**src/rtl/fdiv_arbiter_if.sv**
```systemverilog
// ---------------------------------------------------------------------------
// fdiv_arbiter_if
// Bundles the requester-side handshake and the divider-side handshake of the
// shared floating-point divider arbiter.
//   req_valid/req_a/req_b   : per-requester strobe and packed operand slices
//   req_ready               : one-hot accept back to the requesters
//   rsp_valid/rsp_z/rsp_err : one-hot response strobe, quotient, timeout flag
//   busy                    : arbiter is not idle
//   div_a/div_b/div_valid   : operands and start pulse towards the divider
//   div_done/div_z          : completion and quotient from the divider
// The slave modport is the arbiter. The master modport is its environment
// (the requesters together with the divider).
// ---------------------------------------------------------------------------
interface fdiv_arbiter_if #(
  parameter int N_REQ = 4
);
  logic [N_REQ-1:0]    req_valid;
  logic [32*N_REQ-1:0] req_a;
  logic [32*N_REQ-1:0] req_b;
  logic [N_REQ-1:0]    req_ready;
  logic [N_REQ-1:0]    rsp_valid;
  logic [31:0]         rsp_z;
  logic                rsp_err;
  logic                busy;
  logic [31:0]         div_a;
  logic [31:0]         div_b;
  logic                div_valid;
  logic                div_done;
  logic [31:0]         div_z;

  modport slave (
    input  req_valid, req_a, req_b, div_done, div_z,
    output req_ready, rsp_valid, rsp_z, rsp_err, busy, div_a, div_b, div_valid
  );

  modport master (
    output req_valid, req_a, req_b, div_done, div_z,
    input  req_ready, rsp_valid, rsp_z, rsp_err, busy, div_a, div_b, div_valid
  );
endinterface

```
**src/rtl/fdiv_arbiter.sv**
```systemverilog
// ---------------------------------------------------------------------------
// fdiv_arbiter
// Round-robin arbiter that shares one floating-point divider between N_REQ
// requesters. It runs one operation at a time: accept, issue, wait for done
// (or time out), then respond.
// Ports:
//   clk    : single clock, rising edge
//   resetn : asynchronous reset, active HIGH despite the name
//   bus    : fdiv_arbiter_if.slave (request, response and divider signals)
// Parameters:
//   N_REQ   : number of requesters (2..8)
//   TIMEOUT : WAIT cycles allowed before an error response (>=2)
// ---------------------------------------------------------------------------
module fdiv_arbiter #(
  parameter int N_REQ   = 4,
  parameter int TIMEOUT = 64
) (
  input  logic         clk,
  input  logic         resetn,
  fdiv_arbiter_if.slave bus
);

  localparam int IW = $clog2(N_REQ);
  localparam int CW = $clog2(TIMEOUT);
  localparam logic [CW-1:0] CNT_LAST = CW'(TIMEOUT - 1);
  localparam logic [IW-1:0] PTR_INIT = IW'(N_REQ - 1);

  typedef enum logic [1:0] {
    ST_IDLE  = 2'd0,
    ST_ISSUE = 2'd1,
    ST_WAIT  = 2'd2,
    ST_RESP  = 2'd3
  } state_t;

  state_t          r_state;
  state_t          w_state_nxt;
  logic [IW-1:0]   r_ptr;
  logic [IW-1:0]   r_owner;
  logic [31:0]     r_op_a;
  logic [31:0]     r_op_b;
  logic [31:0]     r_rsp_z;
  logic            r_rsp_err;
  logic [CW-1:0]   r_cnt;
  logic            w_gnt_found;
  logic [IW-1:0]   w_gnt_idx;
  logic            w_tmo;

  assign w_tmo = (r_cnt == CNT_LAST);

  // Round-robin search: first valid requester strictly after the last grant.
  always_comb begin
    logic [IW-1:0] v_idx;
    w_gnt_found = 1'b0;
    w_gnt_idx   = '0;
    v_idx       = '0;
    for (int k = 1; k <= N_REQ; k++) begin
      v_idx = IW'((int'(r_ptr) + k) % N_REQ);
      if (!w_gnt_found && bus.req_valid[v_idx]) begin
        w_gnt_found = 1'b1;
        w_gnt_idx   = v_idx;
      end else begin
        w_gnt_found = w_gnt_found;
      end
    end
  end

  // Next-state and output decode.
  always_comb begin
    w_state_nxt   = r_state;
    bus.req_ready = '0;
    bus.rsp_valid = '0;
    bus.div_valid = 1'b0;
    bus.busy      = (r_state != ST_IDLE);
    bus.div_a     = r_op_a;
    bus.div_b     = r_op_b;
    bus.rsp_z     = r_rsp_z;
    bus.rsp_err   = r_rsp_err;
    case (r_state)
      ST_IDLE: begin
        // Gate with reset so no accept is advertised while reset is held.
        if (w_gnt_found && !resetn) begin
          bus.req_ready[w_gnt_idx] = 1'b1;
          w_state_nxt              = ST_ISSUE;
        end else begin
          w_state_nxt = ST_IDLE;
        end
      end
      ST_ISSUE: begin
        bus.div_valid = 1'b1;
        w_state_nxt   = ST_WAIT;
      end
      ST_WAIT: begin
        if (bus.div_done || w_tmo) begin
          w_state_nxt = ST_RESP;
        end else begin
          w_state_nxt = ST_WAIT;
        end
      end
      ST_RESP: begin
        bus.rsp_valid[r_owner] = 1'b1;
        w_state_nxt            = ST_IDLE;
      end
      default: begin
        w_state_nxt = ST_IDLE;
      end
    endcase
  end

  // State register.
  always_ff @(posedge clk or posedge resetn) begin
    if (resetn) begin
      r_state <= ST_IDLE;
    end else begin
      r_state <= w_state_nxt;
    end
  end

  // Operand capture, wait counter and response registers.
  always_ff @(posedge clk or posedge resetn) begin
    if (resetn) begin
      r_ptr     <= PTR_INIT;
      r_owner   <= '0;
      r_op_a    <= 32'd0;
      r_op_b    <= 32'd0;
      r_rsp_z   <= 32'd0;
      r_rsp_err <= 1'b0;
      r_cnt     <= '0;
    end else begin
      case (r_state)
        ST_IDLE: begin
          if (w_gnt_found) begin
            r_op_a  <= bus.req_a[{w_gnt_idx, 5'd0} +: 32];
            r_op_b  <= bus.req_b[{w_gnt_idx, 5'd0} +: 32];
            r_owner <= w_gnt_idx;
            r_ptr   <= w_gnt_idx;
          end
        end
        ST_ISSUE: begin
          r_cnt <= '0;
        end
        ST_WAIT: begin
          // Completion takes priority over a coincident timeout.
          if (bus.div_done) begin
            r_rsp_z   <= bus.div_z;
            r_rsp_err <= 1'b0;
          end else if (w_tmo) begin
            r_rsp_z   <= 32'd0;
            r_rsp_err <= 1'b1;
          end else begin
            r_cnt <= r_cnt + CW'(1);
          end
        end
        default: begin
          r_cnt <= r_cnt;
        end
      endcase
    end
  end

endmodule

```
**src/flat_wrapper.sv**
```systemverilog
// flat-port wrapper written by rule: the top's interface ports become plain ports
module fdiv_arbiter_flat 
#(
  parameter int N_REQ   = 4,
  parameter int TIMEOUT = 64
)
  (clk, resetn, bus_req_valid, bus_req_a, bus_req_b, bus_div_done, bus_div_z, bus_req_ready, bus_rsp_valid, bus_rsp_z, bus_rsp_err, bus_busy, bus_div_a, bus_div_b, bus_div_valid);
  fdiv_arbiter_if #(.N_REQ(N_REQ)) bus_i ();
  input  logic clk;
  input  logic resetn;
  input wire logic [$bits(bus_i.req_valid)-1:0] bus_req_valid;
  input wire logic [$bits(bus_i.req_a)-1:0] bus_req_a;
  input wire logic [$bits(bus_i.req_b)-1:0] bus_req_b;
  input wire logic [$bits(bus_i.div_done)-1:0] bus_div_done;
  input wire logic [$bits(bus_i.div_z)-1:0] bus_div_z;
  output wire logic [$bits(bus_i.req_ready)-1:0] bus_req_ready;
  output wire logic [$bits(bus_i.rsp_valid)-1:0] bus_rsp_valid;
  output wire logic [$bits(bus_i.rsp_z)-1:0] bus_rsp_z;
  output wire logic [$bits(bus_i.rsp_err)-1:0] bus_rsp_err;
  output wire logic [$bits(bus_i.busy)-1:0] bus_busy;
  output wire logic [$bits(bus_i.div_a)-1:0] bus_div_a;
  output wire logic [$bits(bus_i.div_b)-1:0] bus_div_b;
  output wire logic [$bits(bus_i.div_valid)-1:0] bus_div_valid;
  assign bus_i.req_valid = bus_req_valid;
  assign bus_i.req_a = bus_req_a;
  assign bus_i.req_b = bus_req_b;
  assign bus_i.div_done = bus_div_done;
  assign bus_i.div_z = bus_div_z;
  assign bus_req_ready = bus_i.req_ready;
  assign bus_rsp_valid = bus_i.rsp_valid;
  assign bus_rsp_z = bus_i.rsp_z;
  assign bus_rsp_err = bus_i.rsp_err;
  assign bus_busy = bus_i.busy;
  assign bus_div_a = bus_i.div_a;
  assign bus_div_b = bus_i.div_b;
  assign bus_div_valid = bus_i.div_valid;
  fdiv_arbiter #(.N_REQ(N_REQ), .TIMEOUT(TIMEOUT)) u_core (.clk(clk), .resetn(resetn), .bus(bus_i));
endmodule
```
**config.mk**
```make
export PLATFORM = sky130hd
export DESIGN_NAME = fdiv_arbiter_flat
export DESIGN_NICKNAME = d
export VERILOG_FILES = /design/src/rtl/fdiv_arbiter_if.sv /design/src/rtl/fdiv_arbiter.sv /design/src/flat_wrapper.sv
export SDC_FILE = /design/constraint.sdc
export NUM_CORES = 1
export LEC_CHECK = 0
export BUFFER_PORTS_ARGS = -buffer_cell sky130_fd_sc_hd__buf_2
export CAP_MARGIN = 0
export CORE_AREA = 4 4 155 157
export CTS_CLUSTER_DIAMETER = 40
export DETAILED_ROUTE_END_ITERATION = 8
export DIE_AREA = 0 0 159 161
export PLACE_DENSITY = 0.53
export SKIP_CTS_REPAIR_TIMING = 1
export SLEW_MARGIN = 20
export SYNTH_ARGS = -nofsm -noshare
export SYNTH_HDL_FRONTEND = slang
export SYNTH_SLANG_ARGS = --single-unit
export TNS_END_PERCENT = 20
```
**constraint.sdc**
```tcl
create_clock -name clk -period 6.5 [get_ports clk]
set_input_delay 1.3 -clock clk [delete_from_list [all_inputs] [get_ports clk]]
set_output_delay 1.3 -clock clk [all_outputs]
set_load 0.01 [all_outputs]
```
==> results of run 1 <==
[logic make-up after synthesis]
logic type | count (synthesis)
AO/OA/AOI/OAI | 119
buffers and inverters | 58
multiplexers | 130
AND/OR/NAND/NOR | 175
adder cells (fa/ha/maj) | 6
flip-flops | 109
[sequential cells by signal (all words and copies together), names as in the netlist]
register	flops
u_core.r_cnt	6
u_core.bus.rsp_err	1
u_core.r_state	2
u_core.r_ptr	2
u_core.bus.rsp_z	32
u_core.r_owner	2
u_core.bus.div_b	32
u_core.bus.div_a	32
[through the flow]
stage	cells	area, um2	hold WS [ps]	worst slack, ps
floorplan	597	6020	454	2330
global placement	1241	8160	464	2510
detailed placement	1241	8160	468	2480
CTS	1257	8460	488	2470
global route	1257	8460	516	2400
finish	1257	8460	479	2510
[cell usage in the layout (no fill, tap or decap), types with 5 or more instances in the layout]
| cell | netlist | layout |
|---|---|---|
| a21oi_1 | 5 | 5 |
| nand2_1 | 145 | 144 |
| buf_2 | 20 | 401 |
| o221ai_1 | 64 | 64 |
| dfrtp_1 | 107 | 107 |
| buf_4 | 1 | 8 |
| o21ai_0 | 38 | 38 |
| nor2_1 | 10 | 10 |
| clkbuf_16 | 0 | 9 |
| ha_1 | 6 | 6 |
| mux2i_1 | 130 | 130 |
| inv_1 | 8 | 7 |
[final cells by class]
class,count,share of cell area (%)
multi-input cells,430,35.2
repair buffers,409,24.4
clock inverters,7,0.843
clock buffers,9,2.66
flip-flops and latches,109,32.3
well taps,285,4.22
inverters,8,0.385
[metal layers]
| metal | wire [um] | GRT usage [%] |
|---|---|---|
| met2 | 11400 | 29.3 |
| met5 | 0 | 0 |
| met4 | 303 | 4.02 |
| met3 | 1590 | 3.88 |
| met1 | 9440 | 21.3 |
[critical path, cell delays in order]
cell	delay (ps)
buf_2	130
nor2_2	150
o21ai_1	90
a311o_2	570
nor4_1	260
buf_2	190
[worst paths after layout]
check / to / slack [ps] / cells after the start
worst min-delay path: u_core.bus.div_b[2] / 480 / 2
worst max register to register: u_core.bus.div_b[10] / 3410 / 6
worst max-delay path: bus_req_ready[2] / 2510 / 6
max in group asynchronous: u_core.bus.div_b[1] / 4230 / 3
worst min register to register: u_core.bus.div_b[2] / 480 / 2
min in group asynchronous: u_core.bus.rsp_z[29] / 1040 / 2
[where the power goes]
part / switching (W) / internal [W]
Combinational: 0.00113 / 0.000793
Sequential: 0.000186 / 0.00101
Clock: 0.000291 / 0.000271
==> metrics.cfg, run 1 <==
[global_route]
antenna_found_initial=0
grt_max_degree=72
grt_overflow=0
grt_pass1_wl_mm=34.8
track_usage_pct=16.9
grt_pass1_vias=6035

[route]
initialDrtViolationCount=264
drt_first_pass_iters=4
routed_via_density=4.74
ant_nets=0
num_vias=5961
drc_errors=0
routed_wl_mm=22.8
wire_per_inst_um=18.1

[placed_design]
io_buffer_count=401
dp_hpwl_mm=17.1
place.gp.congestion=0.812

[cts]
clk_transition_reported_paths_ps=80
cts_buffers=9
cts.path.max_buffers=2
cts_tree=done
clock-root-buffer=clkbuf_16
h-tree-depth=3
cts.sinks=109
clk_latency_ps=350

[synthesis]
synth_adder_area_share_pct=1.25
synthMuxAreaShare_pct=21.6
synth_simple_gate_area_share_pct=11.8
synth_most_common_cell=nand2_1
synthTopCellsByArea=dfrtp_1, mux2i_1, o221ai_1
ys.flop_type=dfrtp_1
yosys-top-cells-count=nand2_1, mux2i_1, dfrtp_1
synth-xor-area-share_pct=0
synth_top_area_share_pct=44.5
yosysWarnings=0
yosysUniqueCellTypes=38
synth_compound_area_share_pct=14.6
synth_top_family_by_area=multiplexers
synth_fp_nets=898
ys_ff_latch=109
synth.largest_area_cell=dfrtp_1
async_reset_ff_share_pct=100
synth-edff-count=0
syn-cell-area_um2=6020
synth_cells=597
syn_avg_cell_area_um2=10.1
seq_area_frac_synth_pct=45.3

[sta]
tightest_slew_ps=1020
fmax_mhz=251
finalHoldViolCount=0
drv_slew=0
period_needed_ps=3990
finalSetupViolCount=0
rsz0062_at_grt=no
fin_tns_setup_ps=0
max_slew_margin_pct=31.8
finalClockSkew_ps=7.20
fin_crit_sh_pct=61.4

[min_path]
min_from=u_core.bus.div_b[2]
min_path_type=flip-flop to flip-flop

[cells_and_area]
post-route-util_pct=37.6
register_area_um2=2730
fillerInstances=2371
antenna_cells=0
drive_gt1_share_pct=44.8
nets=1268
multiInputGateArea_um2=2970
areaGrowthSynthToFinish_pct=40.4

[critical_path]
arrival_ps=2690
required_ps=5200
crit_start=bus_req_valid[0]
worstSetupStartpointType=input pin
end_kind=primary output
cp_max_fo=22
rr_startpoint=u_core.r_ptr[1]
crit_type=input pin to primary output

[floorplanning]
ios=402
die_area_um2=25600
core-area_um2=22500
placementRows=55
die_w_um=159
die_y_um=161
start_util_pct=26.8

[power]
leakage_nw=4.64
powerDensity_nw_per_um2=435
power_w=0.00368
ir_worst_vdd_uv=231

[status]
status=finished, final reports clean

[flow_run]
maxCapViolations=0

Power figures use the tool's default switching activity.
==> inputs of run 2 (changes only) <==
--- a/config.mk
+++ b/config.mk
@@ -5,13 +5,14 @@
 export SDC_FILE = /design/constraint.sdc
 export NUM_CORES = 1
 export LEC_CHECK = 0
+export ABC_AREA = 1
 export BUFFER_PORTS_ARGS = -buffer_cell sky130_fd_sc_hd__buf_2
 export CAP_MARGIN = 0
 export CORE_AREA = 4 4 155 157
 export CTS_CLUSTER_DIAMETER = 40
 export DETAILED_ROUTE_END_ITERATION = 8
 export DIE_AREA = 0 0 159 161
-export PLACE_DENSITY = 0.53
+export PLACE_DENSITY = 0.58
 export SKIP_CTS_REPAIR_TIMING = 1
 export SLEW_MARGIN = 20
 export SYNTH_ARGS = -nofsm -noshare
==> constraint.sdc (replaced) <==
create_clock -name clk -period 4.18 [get_ports clk]
set_input_delay 0.836 -clock clk [delete_from_list [all_inputs] [get_ports clk]]
set_output_delay 0.836 -clock clk [all_outputs]
set_load 0.01 [all_outputs]
==> run 2 against run 1 <==
Register-to-register slack lost 2100 ps. Die area did not move. Clock-buffer cell count did not move. Non-clock buffer count up 5. First-iteration DRC count rose by 58%. Clock power grew 67%. Global-route usage increased by 2.7 points. Critical path depth grew 5. Combinational power rose to 3.4 times the previous value. Highest routed layer unchanged.
==> metrics.cfg, run 2 <==
[floorplanning]
start_util_pct=31.5
die_area_um2=25600
core-area_um2=22500
die_w_um=159
ios=402
die_y_um=161
placementRows=55

[placed_design]
place.gp.congestion=0.823
dp_hpwl_mm=18.9
io_buffer_count=401
dp.cells=1728

[synthesis]
synth_fp_nets=1408
yosysUniqueCellTypes=31
synth_cells=1107
synth-edff-count=0
synth_top_area_share_pct=37.8
yosys-top-cells-count=nand2_1, nand3_1, dfrtp_1
ys_ff_latch=109
async_reset_ff_share_pct=100
synth_most_common_cell=nand2_1
yosysWarnings=0
syn_avg_cell_area_um2=6.40
seq_area_frac_synth_pct=38.5
synthTopCellsByArea=dfrtp_1, nand2_1, nand3_1
syn-cell-area_um2=7090
ys.flop_type=dfrtp_1
synth.largest_area_cell=dfrtp_1

[cts]
h-tree-depth=3
cts.sinks=109
clk_transition_reported_paths_ps=80
cts_buffers=9
clock-root-buffer=clkbuf_16
cts_tree=done
clk_latency_ps=360
cts.path.max_buffers=2

[min_path]
min_from=u_core.bus.div_a[25]
hold_path_end=u_core.bus.div_a[25]
holdPathStages=2
min_path_type=flip-flop to flip-flop

[route]
num_vias=8139
wire_per_inst_um=15.0
initialDrtViolationCount=417
routed_via_density=4.67
routed_wl_mm=26.1
drt_first_pass_iters=5
drc_errors=0
ant_nets=0

[sta]
max_slew_margin_pct=48.2
finalSetupViolCount=0
fin_crit_sh_pct=80.1
drv_slew=0
fin_tns_setup_ps=0
tightest_slew_ps=776
period_needed_ps=3350
fmax_mhz=299
rsz0062_at_grt=no
timing.hold.ws_ps=476
finalClockSkew_ps=10.3
finalHoldViolCount=0

[cells_and_area]
final_cell_mix=nand2_1, buf_2, nand3_1, dfrtp_1, a22o_1
drive_gt1_share_pct=30.8
antenna_cells=0
final_common_cell=nand2_1
nets=1755
areaGrowthSynthToFinish_pct=33.8
fin_cells=1744

[global_route]
grt_overflow=0
track_usage_pct=19.6
antenna_found_initial=0
grt_pass1_wl_mm=41.5
grt_pass1_vias=8000
grt_max_degree=129

[critical_path]
rr_startpoint=u_core.r_ptr[0]
reg2reg_to=u_core.bus.div_b[29]
reg2regPathDepth=17
end_kind=primary output
arrival_ps=2510
r2r_slack_ps=1330
cp_max_fo=39
required_ps=3340
worstSetupStartpointType=flip-flop
crit_type=flip-flop to primary output

[status]
status=finished, final reports clean

[power]
powerDensity_nw_per_um2=975
power_w=0.00924
ir_worst_vdd_uv=860
leakage_nw=5.91

[flow_run]
maxCapViolations=0

## run 2: changes by cell type after synthesis, moves of 8 or more
cell / previous run / this run
buf_1: 0 / 10
buf_6: 0 / 10
clkbuf_1: 22 / 13
nor3_1: 1 / 9
buf_2: 20 / 39
nand2_1: 145 / 682
mux2i_1: 130 / 0
a22o_1: 2 / 32
nand3_1: 2 / 136
o221ai_1: 64 / 0
o21ai_0: 38 / 7
## run 2: metrics by stage
stage	setup slack (ps)	cell area [um2]	util, %
after floorplan	425	7090	-
after global placement	1010	9160	40.7
after detailed placement	982	9160	40.7
after CTS	821	9480	42.1
after global routing	575	9480	42.1
final	831	9480	42.1
## run 2: cells by family after synthesis
kind of cell,Yosys count,synth area share (%)
buf+inv,100,7.40
compound gates,45,5.00
xor+xnor,2,0.247
flops,109,38.5
fa+ha+maj,6,1.06
simple gates,845,47.8
## run 2: final cells by class
cell class	count	area [um2]
clock inverter	7	97.6
fill	2396	13000
tap	285	357
multi-input combinational	898	3860
sequential	109	2730
timing repair buffer	414	2120
inverter	22	88.8
clock buffer	9	225
## run 2: worst max-delay path, cell delays in order (launching register included)
cell and delay (ps):
dfstp_2 650, inv_4 80, nand2_1 60, nand2_1 80
nand2_1 80, nand2_1 90, nand2_1 90, nand3_1 110
nand2_4 400, nand2_4 120, nor3_1 210, buf_2 160
## run 2: worst max-delay path by stage
stage	start	to	slack (ps)	cells after the start
CTS	u_core.r_ptr[0]	bus_req_ready[0]	820	13
global placement	bus_req_valid[0]	bus_req_ready[2]	1010	13
global route	u_core.r_ptr[0]	bus_req_ready[2]	570	13
detailed placement	bus_req_valid[0]	bus_req_ready[1]	980	11
finish	u_core.r_ptr[0]	bus_req_ready[1]	830	11
floorplan	resetn	bus_req_ready[0]	420	3
## run 2: metal layers
| layer | part of all wire [%] | global-route usage, % | vias up |
|---|---|---|---|
| met4 | 2.0 | 5.76 | 0 |
| met1 | 41 | 23.3 | 3625 |
| met5 | 0 | 0 | - |
| met3 | 6.9 | 4.34 | 32 |
| li1 | - | - | 4168 |
| met2 | 50 | 35.6 | 314 |
## run 2: power by group
part / switching, W / internal [W]
clock: 0.000449 / 0.000487
sequential: 0.000268 / 0.00157
combinational: 0.00438 / 0.00208
total: 0.00510 / 0.00414
==> inputs of run 3 (changes only) <==
--- a/config.mk
+++ b/config.mk
@@ -8,11 +8,11 @@
 export ABC_AREA = 1
 export BUFFER_PORTS_ARGS = -buffer_cell sky130_fd_sc_hd__buf_2
 export CAP_MARGIN = 0
-export CORE_AREA = 4 4 155 157
+export CORE_AREA = 4 4 153 155
 export CTS_CLUSTER_DIAMETER = 40
 export DETAILED_ROUTE_END_ITERATION = 8
-export DIE_AREA = 0 0 159 161
-export PLACE_DENSITY = 0.58
+export DIE_AREA = 0 0 157 159
+export PLACE_DENSITY = 0.62
 export SKIP_CTS_REPAIR_TIMING = 1
 export SLEW_MARGIN = 20
 export SYNTH_ARGS = -nofsm -noshare
==> constraint.sdc (replaced) <==
create_clock -name clk -period 2.7 [get_ports clk]
set_input_delay 0.54 -clock clk [delete_from_list [all_inputs] [get_ports clk]]
set_output_delay 0.54 -clock clk [all_outputs]
set_load 0.01 [all_outputs]
==> run 3 against run 2 <==
Cell area grew 1.8%. Largest cell class unchanged. Clock power grew 38%. Critical path type unchanged. Global-route usage grew 0.72 points. Final cell count grew 0.57%. Worst hold slack lost 76 ps. Sequential cell count is the same. Critical path depth shrank 1. The flow now finishes with violations (setup timing). Largest power group unchanged. Routed wire length grew 1.2%. Combinational power grew 65%. First-iteration DRC count grew 69%. Clock skew is essentially flat.
==> metrics.cfg, run 3 (synthesized netlist as in run 2, its figures left out) <==
[status]
status=finished, violations left
violations=setup timing

[sta]
fmax_mhz=368
period_needed_ps=2720
finalSetupViolCount=1
finalHoldViolCount=0
finalClockSkew_ps=10.5
tightest_slew_ps=762
drv_slew=0
fin_crit_sh_pct=101
rsz0062_at_grt=yes
setup_ws_ps=-17.8
max_slew_margin_pct=49.2

[cts]
cts.path.max_buffers=2
cts_buffers=9
h-tree-depth=3
cts_tree=done
clock-root-buffer=clkbuf_16
clk_latency_ps=360
cts.sinks=109
clk_transition_reported_paths_ps=80

[critical_path]
worstSetupStartpointType=flip-flop
crit_type=flip-flop to primary output
r2r_slack_ps=300
arrival_ps=2180
required_ps=2160
end_kind=primary output
cp_max_fo=8

[min_path]
min_path_type=input pin to flip-flop

[cells_and_area]
fillerInstances=2337
areaGrowthSynthToFinish_pct=36.2
nets=1771
antenna_cells=0
drive_gt1_share_pct=32.4
fin_cells=1754
final_common_cell=nand2_1
final_cell_mix=nand2_1, buf_2, nand3_1, dfrtp_1, a22o_1

[placed_design]
place.gp.congestion=0.853
dp.cells=1726
dp_hpwl_mm=19.9
io_buffer_count=401
dp_slack_ps=234

[global_route]
antenna_found_initial=1
grt_max_degree=117
grt_pass1_vias=7756
track_usage_pct=20.3
grt_pass1_wl_mm=41.1
grt_overflow=0

[route]
drt_first_pass_iters=5
num_vias=8254
routed_wl_mm=26.4
initialDrtViolationCount=705
wire_per_inst_um=15.1
ant_nets=0
routed_via_density=4.71
drc_errors=0

[power]
powerDensity_nw_per_um2=1530
comb_power_share_pct=72.1
power_w=0.0148
p_sw_w=0.00808
leakage_nw=5.99
power_frac_seq_pct=19.2
internal_power_w=0.00674
swShare_pct=54.5
ir_worst_vdd_uv=1380
clockPowerShare_pct=8.7

[floorplanning]
ios=402
placementRows=54
die_w_um=157
core-area_um2=21800
die_area_um2=25000
die_y_um=159
start_util_pct=32.5

[flow_run]
maxCapViolations=0

==> run 3: cell types whose count changed in the layout (fill, tap and decap cells not counted), moves of 2 or more <==
| cell | delta |
|---|---|
| buf_4 | +11 |
| nand2_1 | -8 |
| nand2_2 | +7 |
| nor3_1 | -4 |
| nor3_2 | +4 |
| buf_12 | +3 |
| inv_6 | +2 |
| inv_8 | -2 |
==> run 3: worst paths after layout <==
check,from,to,depth (start not counted)
worst max-delay path,u_core.r_ptr[0],bus_req_ready[1],10
worst min-delay path,bus_div_z[11],u_core.bus.rsp_z[11],2
worst max register to register,u_core.r_ptr[0],u_core.bus.div_a[30],17
worst min register to register,u_core.bus.div_a[8],u_core.bus.div_a[8],2
max in group asynchronous,resetn,u_core.bus.div_a[13],3
min in group asynchronous,resetn,u_core.r_cnt[0],3
==> run 3: area by class of cell <==
| cell class | count | area, um2 | area share [%] |
|---|---|---|---|
| Multi-Input combinational cell | 899 | 3930 | 40.7 |
| Sequential cell | 109 | 2730 | 28.3 |
| Timing Repair Buffer | 429 | 2270 | 23.5 |
| Tap cell | 280 | 350 | 3.63 |
| Clock buffer | 9 | 225 | 2.33 |
| Inverter | 22 | 91.3 | 0.946 |
| Clock inverter | 6 | 53.8 | 0.557 |
==> run 3: stage by stage <==
step | setup TNS [ps] | cell area [um2] | hold WS [ps] | util (%)
2_1_floorplan | -1740 | 7090 | 467 | -
3_3_place_gp | 0 | 9210 | 457 | 42.2
3_5_place_dp | 0 | 9210 | 460 | 42.2
4_1_cts | -362 | 9490 | 386 | 43.5
5_1_grt | -417 | 9650 | 382 | 44.2
6_report | -17.8 | 9650 | 400 | 44.2
==> run 3: power groups by stage <==
stage | Combinational, W | Sequential [W] | Clock [W]
after CTS | 0.0103 | 0.00285 | 0.00135
after global placement | 0.0102 | 0.00285 | 0
after global routing | 0.0122 | 0.00294 | 0.00143
after floorplan | 0.00748 | 0.00314 | 0
final | 0.0107 | 0.00284 | 0.00129
after detailed placement | 0.0103 | 0.00286 | 0
==> run 3: worst max-delay path, stage by stage, from the launching register on <==
cell and delay (ps):
dfstp_2 620, inv_4 70, nand2_1 80, and2_1 150
nor2_1 50, a21boi_1 120, nand2_1 100, a21oi_4 270
inv_4 90, nor3_2 110, buf_2 150
==> run 3: per-layer routing <==
layer | up-vias | wire length [um] | track usage, %
met4 | 2 | 582 | 5.88
li1 | 4206 | - | -
met1 | 3694 | 10600 | 25.7
met3 | 35 | 2200 | 4.24
met5 | - | 13 | 0
met2 | 317 | 13000 | 34.9
